--- config.mk ---
export PLATFORM = sky130hd
export DESIGN_NAME = dmem_arbiter_flat
export DESIGN_NICKNAME = d
export VERILOG_FILES = /design/src/rtl/dmem_pkg.sv /design/src/rtl/dmem_arbiter_if.sv /design/src/rtl/rr_arb2.sv /design/src/rtl/dmem_arbiter.sv /design/src/flat_wrapper.sv
export SDC_FILE = /design/constraint.sdc
export NUM_CORES = 1
export LEC_CHECK = 0
export ABC_AREA = 0
export BUFFER_PORTS_ARGS = -buffer_cell sky130_fd_sc_hd__buf_2
export CAP_MARGIN = 20
export CORE_MARGIN = 2
export CORE_UTILIZATION = 39
export CTS_CLUSTER_DIAMETER = 150
export DETAILED_ROUTE_END_ITERATION = 7
export HOLD_SLACK_MARGIN = 0.15
export PLACE_DENSITY = 0.82
export SLEW_MARGIN = 10
export SYNTH_ARGS = -nofsm -noshare
export SYNTH_HDL_FRONTEND = slang
export SYNTH_SLANG_ARGS = --single-unit
--- constraint.sdc ---
create_clock -name clk -period 1.3 [get_ports clk]
set_input_delay 0.195 -clock clk [delete_from_list [all_inputs] [get_ports clk]]
set_output_delay 0.195 -clock clk [all_outputs]
set_load 0.1 [all_outputs]
--- src/rtl/dmem_pkg.sv ---
// ---------------------------------------------------------------------------
// dmem_pkg : shared types and constants for the data-memory arbiter
// Rev 1.0
// ---------------------------------------------------------------------------
`default_nettype none

package dmem_pkg;

  localparam int DMEM_AW = 32;
  localparam int DMEM_DW = 32;

  localparam logic PORT_CPU = 1'b0;
  localparam logic PORT_DMA = 1'b1;

  typedef enum logic [1:0] {
    ST_IDLE   = 2'd0,
    ST_ACCESS = 2'd1,
    ST_RESP   = 2'd2
  } state_t;

  // Word accesses only; a nonzero byte offset is rejected when checking is on.
  function automatic logic addr_misaligned(input logic [1:0] lsb, input logic check_en);
    return check_en && (lsb != 2'b00);
  endfunction

endpackage

`default_nettype wire

--- src/rtl/dmem_arbiter_if.sv ---
// ---------------------------------------------------------------------------
// dmem_arbiter_if : requester ports (CPU, DMA) and dmem strobe bus
// Rev 1.0
// ---------------------------------------------------------------------------
`default_nettype none

interface dmem_arbiter_if
  import dmem_pkg::*;
#(
  parameter int AW = DMEM_AW,
  parameter int DW = DMEM_DW
);

  logic          req0;
  logic          req1;
  logic          we0;
  logic          we1;
  logic          lock0;
  logic          lock1;
  logic [AW-1:0] addr0;
  logic [AW-1:0] addr1;
  logic [DW-1:0] wdata0;
  logic [DW-1:0] wdata1;
  logic          gnt0;
  logic          gnt1;
  logic          rvalid0;
  logic          rvalid1;
  logic          err0;
  logic          err1;
  logic [DW-1:0] rdata;

  logic          CS;
  logic          DM_W;
  logic          DM_R;
  logic [AW-1:0] addr;
  logic [DW-1:0] wdata;
  logic [DW-1:0] dm_rdata;

  // Arbiter side
  modport slave (
    input  req0, req1, we0, we1, lock0, lock1, addr0, addr1, wdata0, wdata1,
    output gnt0, gnt1, rvalid0, rvalid1, err0, err1, rdata,
    output CS, DM_W, DM_R, addr, wdata,
    input  dm_rdata
  );

  // Requesters plus memory side
  modport master (
    output req0, req1, we0, we1, lock0, lock1, addr0, addr1, wdata0, wdata1,
    input  gnt0, gnt1, rvalid0, rvalid1, err0, err1, rdata,
    input  CS, DM_W, DM_R, addr, wdata,
    output dm_rdata
  );

endinterface

`default_nettype wire

--- src/rtl/rr_arb2.sv ---
// ---------------------------------------------------------------------------
// rr_arb2 : two-way round-robin picker with lock-owner override
// Rev 1.0
// ---------------------------------------------------------------------------
`default_nettype none

module rr_arb2 (
  input  logic [1:0] req,
  input  logic       rr_last,
  input  logic       lock_valid,
  input  logic       lock_owner,
  output logic       winner,
  output logic       any
);

  always_comb begin
    any    = |req;
    winner = 1'b0;
    if (lock_valid && req[lock_owner]) begin
      winner = lock_owner;
    end else if (req == 2'b11) begin
      winner = ~rr_last;
    end else begin
      // Single requester (value irrelevant when nobody requests)
      winner = req[1];
    end
  end

endmodule

`default_nettype wire

--- src/rtl/dmem_arbiter.sv ---
// ---------------------------------------------------------------------------
// dmem_arbiter : CPU/DMA arbiter and sequencer in front of the data memory
// Rev 1.0
// ---------------------------------------------------------------------------
`default_nettype none

module dmem_arbiter
  import dmem_pkg::*;
#(
  parameter int AW          = DMEM_AW,
  parameter int DW          = DMEM_DW,
  parameter bit ALIGN_CHECK = 1'b1
) (
  input  logic           clk,
  input  logic           reset,
  dmem_arbiter_if.slave  bus
);

  state_t        state_q;
  state_t        state_d;

  logic          rr_last_q;
  logic          lock_valid_q;
  logic          lock_owner_q;
  logic          port_q;
  logic          we_q;
  logic          err_q;
  logic [AW-1:0] addr_q;
  logic [DW-1:0] wdata_q;
  logic [DW-1:0] rdata_q;

  logic          winner;
  logic          any_req;
  logic          grant;
  logic          sel_we;
  logic          sel_lock;
  logic [AW-1:0] sel_addr;
  logic [DW-1:0] sel_wdata;
  logic          in_access;
  logic          in_resp;
  logic          mem_cs;

  rr_arb2 u_arb (
    .req        ({bus.req1, bus.req0}),
    .rr_last    (rr_last_q),
    .lock_valid (lock_valid_q),
    .lock_owner (lock_owner_q),
    .winner     (winner),
    .any        (any_req)
  );

  always_comb begin
    sel_we    = (winner == PORT_DMA) ? bus.we1    : bus.we0;
    sel_lock  = (winner == PORT_DMA) ? bus.lock1  : bus.lock0;
    sel_addr  = (winner == PORT_DMA) ? bus.addr1  : bus.addr0;
    sel_wdata = (winner == PORT_DMA) ? bus.wdata1 : bus.wdata0;
  end

  // Next-state: a new request may be accepted while the previous one responds
  always_comb begin
    state_d = state_q;
    grant   = 1'b0;
    unique case (state_q)
      ST_IDLE, ST_RESP: begin
        if (any_req) begin
          grant   = 1'b1;
          state_d = ST_ACCESS;
        end else begin
          state_d = ST_IDLE;
        end
      end
      ST_ACCESS: state_d = ST_RESP;
      default:   state_d = ST_IDLE;
    endcase
  end

  always_ff @(posedge clk) begin
    if (reset) begin
      state_q      <= ST_IDLE;
      rr_last_q    <= 1'b1;
      lock_valid_q <= 1'b0;
      lock_owner_q <= 1'b0;
      port_q       <= 1'b0;
      we_q         <= 1'b0;
      err_q        <= 1'b0;
      addr_q       <= '0;
      wdata_q      <= '0;
      rdata_q      <= '0;
    end else begin
      state_q <= state_d;
      if (grant) begin
        rr_last_q    <= winner;
        lock_valid_q <= sel_lock;
        lock_owner_q <= winner;
        port_q       <= winner;
        we_q         <= sel_we;
        err_q        <= addr_misaligned(sel_addr[1:0], ALIGN_CHECK);
        addr_q       <= sel_addr;
        wdata_q      <= sel_wdata;
      end else if (state_q != ST_ACCESS) begin
        // Arbitration slot with no requester: the lock holder has let go
        lock_valid_q <= 1'b0;
      end
      if (in_access && !err_q) begin
        rdata_q <= bus.dm_rdata;
      end
    end
  end

  always_comb begin
    in_access   = (state_q == ST_ACCESS);
    in_resp     = (state_q == ST_RESP);
    mem_cs      = in_access && !err_q;

    bus.gnt0    = grant && (winner == PORT_CPU);
    bus.gnt1    = grant && (winner == PORT_DMA);

    bus.CS      = mem_cs;
    bus.DM_W    = mem_cs && we_q;
    bus.DM_R    = mem_cs && !we_q;
    bus.addr    = addr_q;
    bus.wdata   = wdata_q;

    bus.rvalid0 = in_resp && (port_q == PORT_CPU);
    bus.rvalid1 = in_resp && (port_q == PORT_DMA);
    bus.err0    = in_resp && (port_q == PORT_CPU) && err_q;
    bus.err1    = in_resp && (port_q == PORT_DMA) && err_q;
    bus.rdata   = rdata_q;
  end

endmodule

`default_nettype wire

--- src/flat_wrapper.sv ---
// flat-port wrapper written by rule: the top's interface ports become plain ports
module dmem_arbiter_flat import dmem_pkg::*;
#(
  parameter int AW          = DMEM_AW,
  parameter int DW          = DMEM_DW,
  parameter bit ALIGN_CHECK = 1'b1
)
  (clk, reset, bus_req0, bus_req1, bus_we0, bus_we1, bus_lock0, bus_lock1, bus_addr0, bus_addr1, bus_wdata0, bus_wdata1, bus_gnt0, bus_gnt1, bus_rvalid0, bus_rvalid1, bus_err0, bus_err1, bus_rdata, bus_CS, bus_DM_W, bus_DM_R, bus_addr, bus_wdata, bus_dm_rdata);
  dmem_arbiter_if #(.AW(AW), .DW(DW)) bus_i ();
  input  logic clk;
  input  logic reset;
  input wire logic [$bits(bus_i.req0)-1:0] bus_req0;
  input wire logic [$bits(bus_i.req1)-1:0] bus_req1;
  input wire logic [$bits(bus_i.we0)-1:0] bus_we0;
  input wire logic [$bits(bus_i.we1)-1:0] bus_we1;
  input wire logic [$bits(bus_i.lock0)-1:0] bus_lock0;
  input wire logic [$bits(bus_i.lock1)-1:0] bus_lock1;
  input wire logic [$bits(bus_i.addr0)-1:0] bus_addr0;
  input wire logic [$bits(bus_i.addr1)-1:0] bus_addr1;
  input wire logic [$bits(bus_i.wdata0)-1:0] bus_wdata0;
  input wire logic [$bits(bus_i.wdata1)-1:0] bus_wdata1;
  output wire logic [$bits(bus_i.gnt0)-1:0] bus_gnt0;
  output wire logic [$bits(bus_i.gnt1)-1:0] bus_gnt1;
  output wire logic [$bits(bus_i.rvalid0)-1:0] bus_rvalid0;
  output wire logic [$bits(bus_i.rvalid1)-1:0] bus_rvalid1;
  output wire logic [$bits(bus_i.err0)-1:0] bus_err0;
  output wire logic [$bits(bus_i.err1)-1:0] bus_err1;
  output wire logic [$bits(bus_i.rdata)-1:0] bus_rdata;
  output wire logic [$bits(bus_i.CS)-1:0] bus_CS;
  output wire logic [$bits(bus_i.DM_W)-1:0] bus_DM_W;
  output wire logic [$bits(bus_i.DM_R)-1:0] bus_DM_R;
  output wire logic [$bits(bus_i.addr)-1:0] bus_addr;
  output wire logic [$bits(bus_i.wdata)-1:0] bus_wdata;
  input wire logic [$bits(bus_i.dm_rdata)-1:0] bus_dm_rdata;
  assign bus_i.req0 = bus_req0;
  assign bus_i.req1 = bus_req1;
  assign bus_i.we0 = bus_we0;
  assign bus_i.we1 = bus_we1;
  assign bus_i.lock0 = bus_lock0;
  assign bus_i.lock1 = bus_lock1;
  assign bus_i.addr0 = bus_addr0;
  assign bus_i.addr1 = bus_addr1;
  assign bus_i.wdata0 = bus_wdata0;
  assign bus_i.wdata1 = bus_wdata1;
  assign bus_gnt0 = bus_i.gnt0;
  assign bus_gnt1 = bus_i.gnt1;
  assign bus_rvalid0 = bus_i.rvalid0;
  assign bus_rvalid1 = bus_i.rvalid1;
  assign bus_err0 = bus_i.err0;
  assign bus_err1 = bus_i.err1;
  assign bus_rdata = bus_i.rdata;
  assign bus_CS = bus_i.CS;
  assign bus_DM_W = bus_i.DM_W;
  assign bus_DM_R = bus_i.DM_R;
  assign bus_addr = bus_i.addr;
  assign bus_wdata = bus_i.wdata;
  assign bus_i.dm_rdata = bus_dm_rdata;
  dmem_arbiter #(.AW(AW), .DW(DW), .ALIGN_CHECK(ALIGN_CHECK)) u_core (.clk(clk), .reset(reset), .bus(bus_i));
endmodule
* After elaboration in Yosys (flattened, before gate mapping)
Cells that the tools add are included.
** Storage, ports and cells
- Bits in registers :: 103
- Input bits :: 168
- Output and inout port bits :: 105
- Logic and storage cells :: 48
** Operators by class
- Order comparisons :: 1
- Equality and inequality tests :: 4
- Muxes and demuxes :: 14
- Bitwise gates (word level) :: 3
- Reductions and logical operators :: 17
** Operators with widths (count)
- 2-to-1 mux 32 bit :: 2
- 2-to-1 mux 1 bit :: 11
- logical AND 1 bit :: 10
- == test 2 bit, second input constant :: 2
- one-hot mux 2 bit (2 select lines) :: 1
- nonzero test 2 bit :: 2
- OR reduction 2 bit :: 2
- NOT 1 bit :: 3
- == test 2 x 1 -> 1 bit, second input constant :: 1
- zero test 1 bit :: 2
- zero test 2 bit :: 1
- less-than comparator 1 x 2 -> 1 bit, second input constant :: 1
- inequality test 2 x 1 -> 1 bit, second input constant :: 1

* Longest topological paths before layout
- Depth in word-level cells :: 6
- Mapped depth :: 7
- Gate-level depth less buffers :: 5

* Modules after synthesis
Synthesis repeated with hierarchy kept, for this count alone.
** Unflattened totals
- Cells, all modules :: 464
- Area, all modules :: 4226.6 um2
** Modules (own cells, without submodules)
- dmem_arbiter :: times used 1, cells each 460, area an instance 4199.0 um2, sequential area each 2062.0 um2
- rr_arb2 :: times used 1, cells each 4, area an instance 27.5 um2, sequential area each 0.0 um2

* Worst setup path before layout
OpenSTA, ideal clock, no wires.
- Kind :: flip-flop to output port
- Start point :: reg u_core.state_q[0]
- End point :: out bus_err0
- Arrival time :: 3.652 ns
- Required time :: 1.105 ns
- Slack :: -2.547 ns
- Cell stages (with the launch flop) :: 4
- Buffers on the path :: 1
- Cell sequence :: dfxtp_1 -> buf_2 -> nor3b_1 -> and2_1
** Between the ends
- Word-level cells in the longest chain between the ends :: 3
** Ends and longest elaborated chain
- start: declaration :: line dmem_arbiter.sv:19 : state_t state_q;
- start signal: assignment :: line dmem_arbiter.sv:90 : state_q <= state_d;
- == test 2 bit :: line dmem_arbiter.sv:112 : in_resp = (state_q == ST_RESP);
- logical AND 1 bit
- named net bus_rvalid0 :: line flat_wrapper.sv:24 : output wire logic [$bits(bus_i.rvalid0)-1:0] bus_rvalid0;
- logical AND 1 bit :: line dmem_arbiter.sv:126 : bus.err0 = in_resp && (port_q == PORT_CPU) && err_q;
- end: declaration :: line flat_wrapper.sv:26 : output wire logic [$bits(bus_i.err0)-1:0] bus_err0;
The timed path passes the listed nets, and every way through them passes these cells.

* Final worst setup path
- Start point :: reg u_core.lock_valid_q
- End point :: out bus_gnt0
** Between the ends
- Word-level cells in the longest chain between the ends :: 4
** Ends and longest elaborated chain
- start: declaration :: line dmem_arbiter.sv:23 : logic lock_valid_q;
- start signal: assignment :: line dmem_arbiter.sv:93 : lock_valid_q <= sel_lock;
- logical AND 1 bit :: line rr_arb2.sv:19 : if (lock_valid && req[lock_owner]) begin
- 2-to-1 mux 1 bit :: line rr_arb2.sv:19
- NOT 1 bit :: line dmem_arbiter.sv:115 : bus.gnt0 = grant && (winner == PORT_CPU);
- logical AND 1 bit :: line dmem_arbiter.sv:115
- end: declaration :: line flat_wrapper.sv:22 : output wire logic [$bits(bus_i.gnt0)-1:0] bus_gnt0;
No other way between the ends.

==> results.txt <==
Die ar. = 0.0125 mm²
Wire length of the first global-routing pass = 35400 µm
Horizontal die dimension = 112 µm
Post-synth top flop = sky130_fd_sc_hd__dfxtp_1
Number of global-route vias before repair = 6715
Transition time at the pin with the least slew margin = 0.337 ns
1st-iter DRT viols = 722
Net Count, Synth = 688
Clock transition at the registers of the reported paths = 0.07 ns
Standard-cell rows = 39
Clock tree from TritonCTS = yes
Yosys synthesis warning count = 0
Cell area after placement = 0.00690 mm²
Period utilization = 138%
Share of power burned in the clock network = 22.5%
Number of nets in the finished design = 1153
Critical path start-end classification = flop to output port
Initial antenna violation count = 2
Total congestion overflow after global routing = 0
Fraction of synthesis flops using an asynchronous set or reset pin = 0%
Num ports = 273
Worst-path cell with the longest stage delay = sky130_fd_sc_hd__dfxtp_4
Clk buf depth = 2
Power Internal = 6.81 mW
Post-route design area = 0.00977 mm²
EDFF count, synth = 0
Ordered list of cells on the worst path = nor2b_4 -> o31ai_2 -> or2_4 -> buf_12 -> clkinvlp_4 -> buf_12
# port buffers = 272
Setup repair after global routing missed its margin = true
Worst min-delay path class = primary input to flop
CP delay by family, top = simple AND/OR/NAND/NOR gates
Initial standard-cell utilization of the core = 39.9%
Crit path buffers/inverters = 3
Number of maximum-capacitance constraint violations = 0
Flop and latch count out of synthesis = 103
Deepest level of the CTS H-tree = 3
Worst Path Max Fanout = 3
Startpoint type of the worst setup path = flop
Clock Skews = 0.0124 ns
Violated checks = setup timing
Most prevalent standard cell on the critical path = sky130_fd_sc_hd__buf_12
Result of the run = finished, violations left
Sequential group share of total power = 30.9%
Worst vdd rail ir drop = 0.000899 V
Critical path data required time = 1.11 ns
Total standard cell area after synthesis = 0.00453 mm²
Share of total power in combinational logic = 46.6%
Aggregate routed wire length = 25100 µm
Switching Fraction = 43.0%
Power density relative to cell area = 1220 mW/mm²
Average instance area after synthesis = 8.72 µm²
Most common cell after layout, fill and taps aside = sky130_fd_sc_hd__buf_2
Pin count of the biggest net entering global routing = 55
Worst-skew pair later-pin latency = 0.35 ns
Distinct cell type count after synthesis = 38
Count of antenna-violating nets left after detailed routing = 0
Seq/Total Area, Yosys = 45.5%
Type of destination of the critical path = output port
DRC viols = 0
Total net switching power = 5.14 mW
Vertical extent of the die = 112 µm
Max-slew headroom at the worst pin = 77.5%
Synthesized instance count = 520
Final worst slack = -0.489 ns
Share of layout cells above drive strength 1 = 51.6%
Post-detailed-route wirelength per cell = 22.1 µm
Avg Vias per Cell = 5.71
Most frequent cells in the layout = 166 x sky130_fd_sc_hd__buf_2, 136 x sky130_fd_sc_hd__dlygate4sd3_1, 133 x sky130_fd_sc_hd__nor2_1, 113 x sky130_fd_sc_hd__buf_4, 82 x sky130_fd_sc_hd__dfxtp_1
Sum of net half-perimeters after detailed placement = 10900 µm
Total power draw = 12.0 mW
Count of TritonRoute iterations in the first routing pass = 6
Worst slack at placement = -0.277 ns
Final-report setup violation count = 110
Shortest clock period the worst path allows after layout = 1.79 ns
Global placer's final weighted congestion = 0.839
Sink Count = 103
Final number of hold-violating endpoints = 0
Peak Freq = 559 MHz
Clock buffer count from CTS = 9
Placeable core area = 0.0114 mm²
Delay of the slowest cell on the worst path = 0.37 ns
Count of vias placed by the detailed router = 6482
Worst path arrival time = 1.59 ns
Leakage power of the design = 4.34 nW
Number of pins with negative max-slew slack in the final report = 0
Setup TNS = -32.81 ns
Overall track demand over capacity in global routing = 35.8%
Area added between synthesis and finish = 116%
Clock Tree Root = sky130_fd_sc_hd__clkbuf_16
==> flip-flops by register name (all words and copies together) (netlist names) <==
name and flops:
u_core.bus.addr 32, u_core.bus.rdata 32, u_core.bus.wdata 32, u_core.err_q 1
u_core.lock_owner_q 1, u_core.lock_valid_q 1, u_core.rr_last_q 1, u_core.state_q 2
u_core.we_q 1
==> worst paths after layout <==
kind / cells past startpoint / slack, ns / startpoint / end
worst min register to register: 2 / 0.49 / u_core.bus.rdata[21] / u_core.bus.rdata[21]
worst max-delay path: 6 / -0.49 / u_core.lock_valid_q / bus_gnt0
worst min-delay path: 2 / 0.16 / bus_addr0[11] / u_core.bus.addr[11]
worst max register to register: 7 / -0.49 / u_core.lock_valid_q / u_core.bus.wdata[23]
==> logic make-up (layout without fill, tap and decap cells) <==
| logic type | Yosys count | count (layout) | synth area share [%] |
|---|---|---|---|
| buffers and inverters | 53 | 522 | 6.10 |
| other | 0 | 2 | 0 |
| DFF | 103 | 103 | 45.5 |
| and+or+nand+nor | 231 | 231 | 20.9 |
| AOI/OAI and AO/OA | 133 | 134 | 27.6 |
==> per-layer routing <==
layer | up-vias | GRT usage (%) | share of wire, %
li1 | 2779 | - | -
met1 | 3028 | 38.8 | 35
met2 | 545 | 64.7 | 51
met3 | 130 | 7.89 | 8.9
met4 | 0 | 19.3 | 5.9
met5 | - | 0 | 0
==> cells in the mapped netlist (7+ instances only) <==
| cell type | instances | area share, % |
|---|---|---|
| sky130_fd_sc_hd__nand2b_1 | 7 | 0.97 |
| sky130_fd_sc_hd__a21oi_1 | 33 | 3.6 |
| sky130_fd_sc_hd__a2111oi_2 | 10 | 3.3 |
| sky130_fd_sc_hd__o21bai_1 | 10 | 1.7 |
| sky130_fd_sc_hd__clkbuf_1 | 15 | 1.2 |
| sky130_fd_sc_hd__nand2_1 | 66 | 5.5 |
| sky130_fd_sc_hd__o22a_1 | 12 | 2.3 |
| sky130_fd_sc_hd__nor3_1 | 10 | 1.1 |
| sky130_fd_sc_hd__o221a_1 | 48 | 12 |
| sky130_fd_sc_hd__buf_2 | 22 | 2.4 |
| sky130_fd_sc_hd__nor2_1 | 134 | 11 |
| sky130_fd_sc_hd__dfxtp_1 | 103 | 45 |
==> worst reg2reg max path, stage by stage, from the launching register on <==
cell and delay [ns]:
sky130_fd_sc_hd__dfxtp_4 0.37, sky130_fd_sc_hd__nor2b_4 0.18, sky130_fd_sc_hd__o31ai_2 0.08, sky130_fd_sc_hd__or2_4 0.25, sky130_fd_sc_hd__buf_4 0.14, sky130_fd_sc_hd__buf_12 0.14
sky130_fd_sc_hd__bufbuf_16 0.28, sky130_fd_sc_hd__o221a_1 0.24
==> stage by stage <==
step / utilization, % / hold slack, ns / cells
after detailed placement: 60.6 / 0.443 / 944
after global placement: 60.6 / 0.437 / 944
after floorplan: - / 0.322 / 520
after CTS: 82.3 / 0.151 / 1122
after global routing: 85.9 / 0.148 / 1135
final: 85.9 / 0.157 / 1135
==> power groups by stage <==
stage,logic (mW),clock network [mW],registers (mW)
5_1_grt,5.71,2.83,3.71
3_5_place_dp,4.25,0,3.68
2_1_floorplan,1.28,0,5.65
3_3_place_gp,4.20,0,3.68
4_1_cts,5.12,2.65,3.64
6_report,5.57,2.69,3.69
==> area by class of cell <==
cell class                      instances  area [µm²]
Clock buffer                           10         229
Clock inverter                          6        53.8
Fill cell                             531        1600
Timing Repair Buffer                  501        4430
Tap cell                              143         179
Antenna cell                            2        5.00
Multi-Input combinational cell        365        2750
Inverter                                5        31.3
Sequential cell                       103        2090
==> what timing repair did <==
action | CTS | global route
gates cloned | 13 | 2
gates resized for setup | 123 | 107
hold buffers | 136 | 0
endpoints found under the setup margin | 178 | 131
buffers inserted | 14 | 15
pin swaps | 18 | 13
endpoints found under the hold margin | 85 | 0
Note: power is estimated with default switching activity, not from simulation.
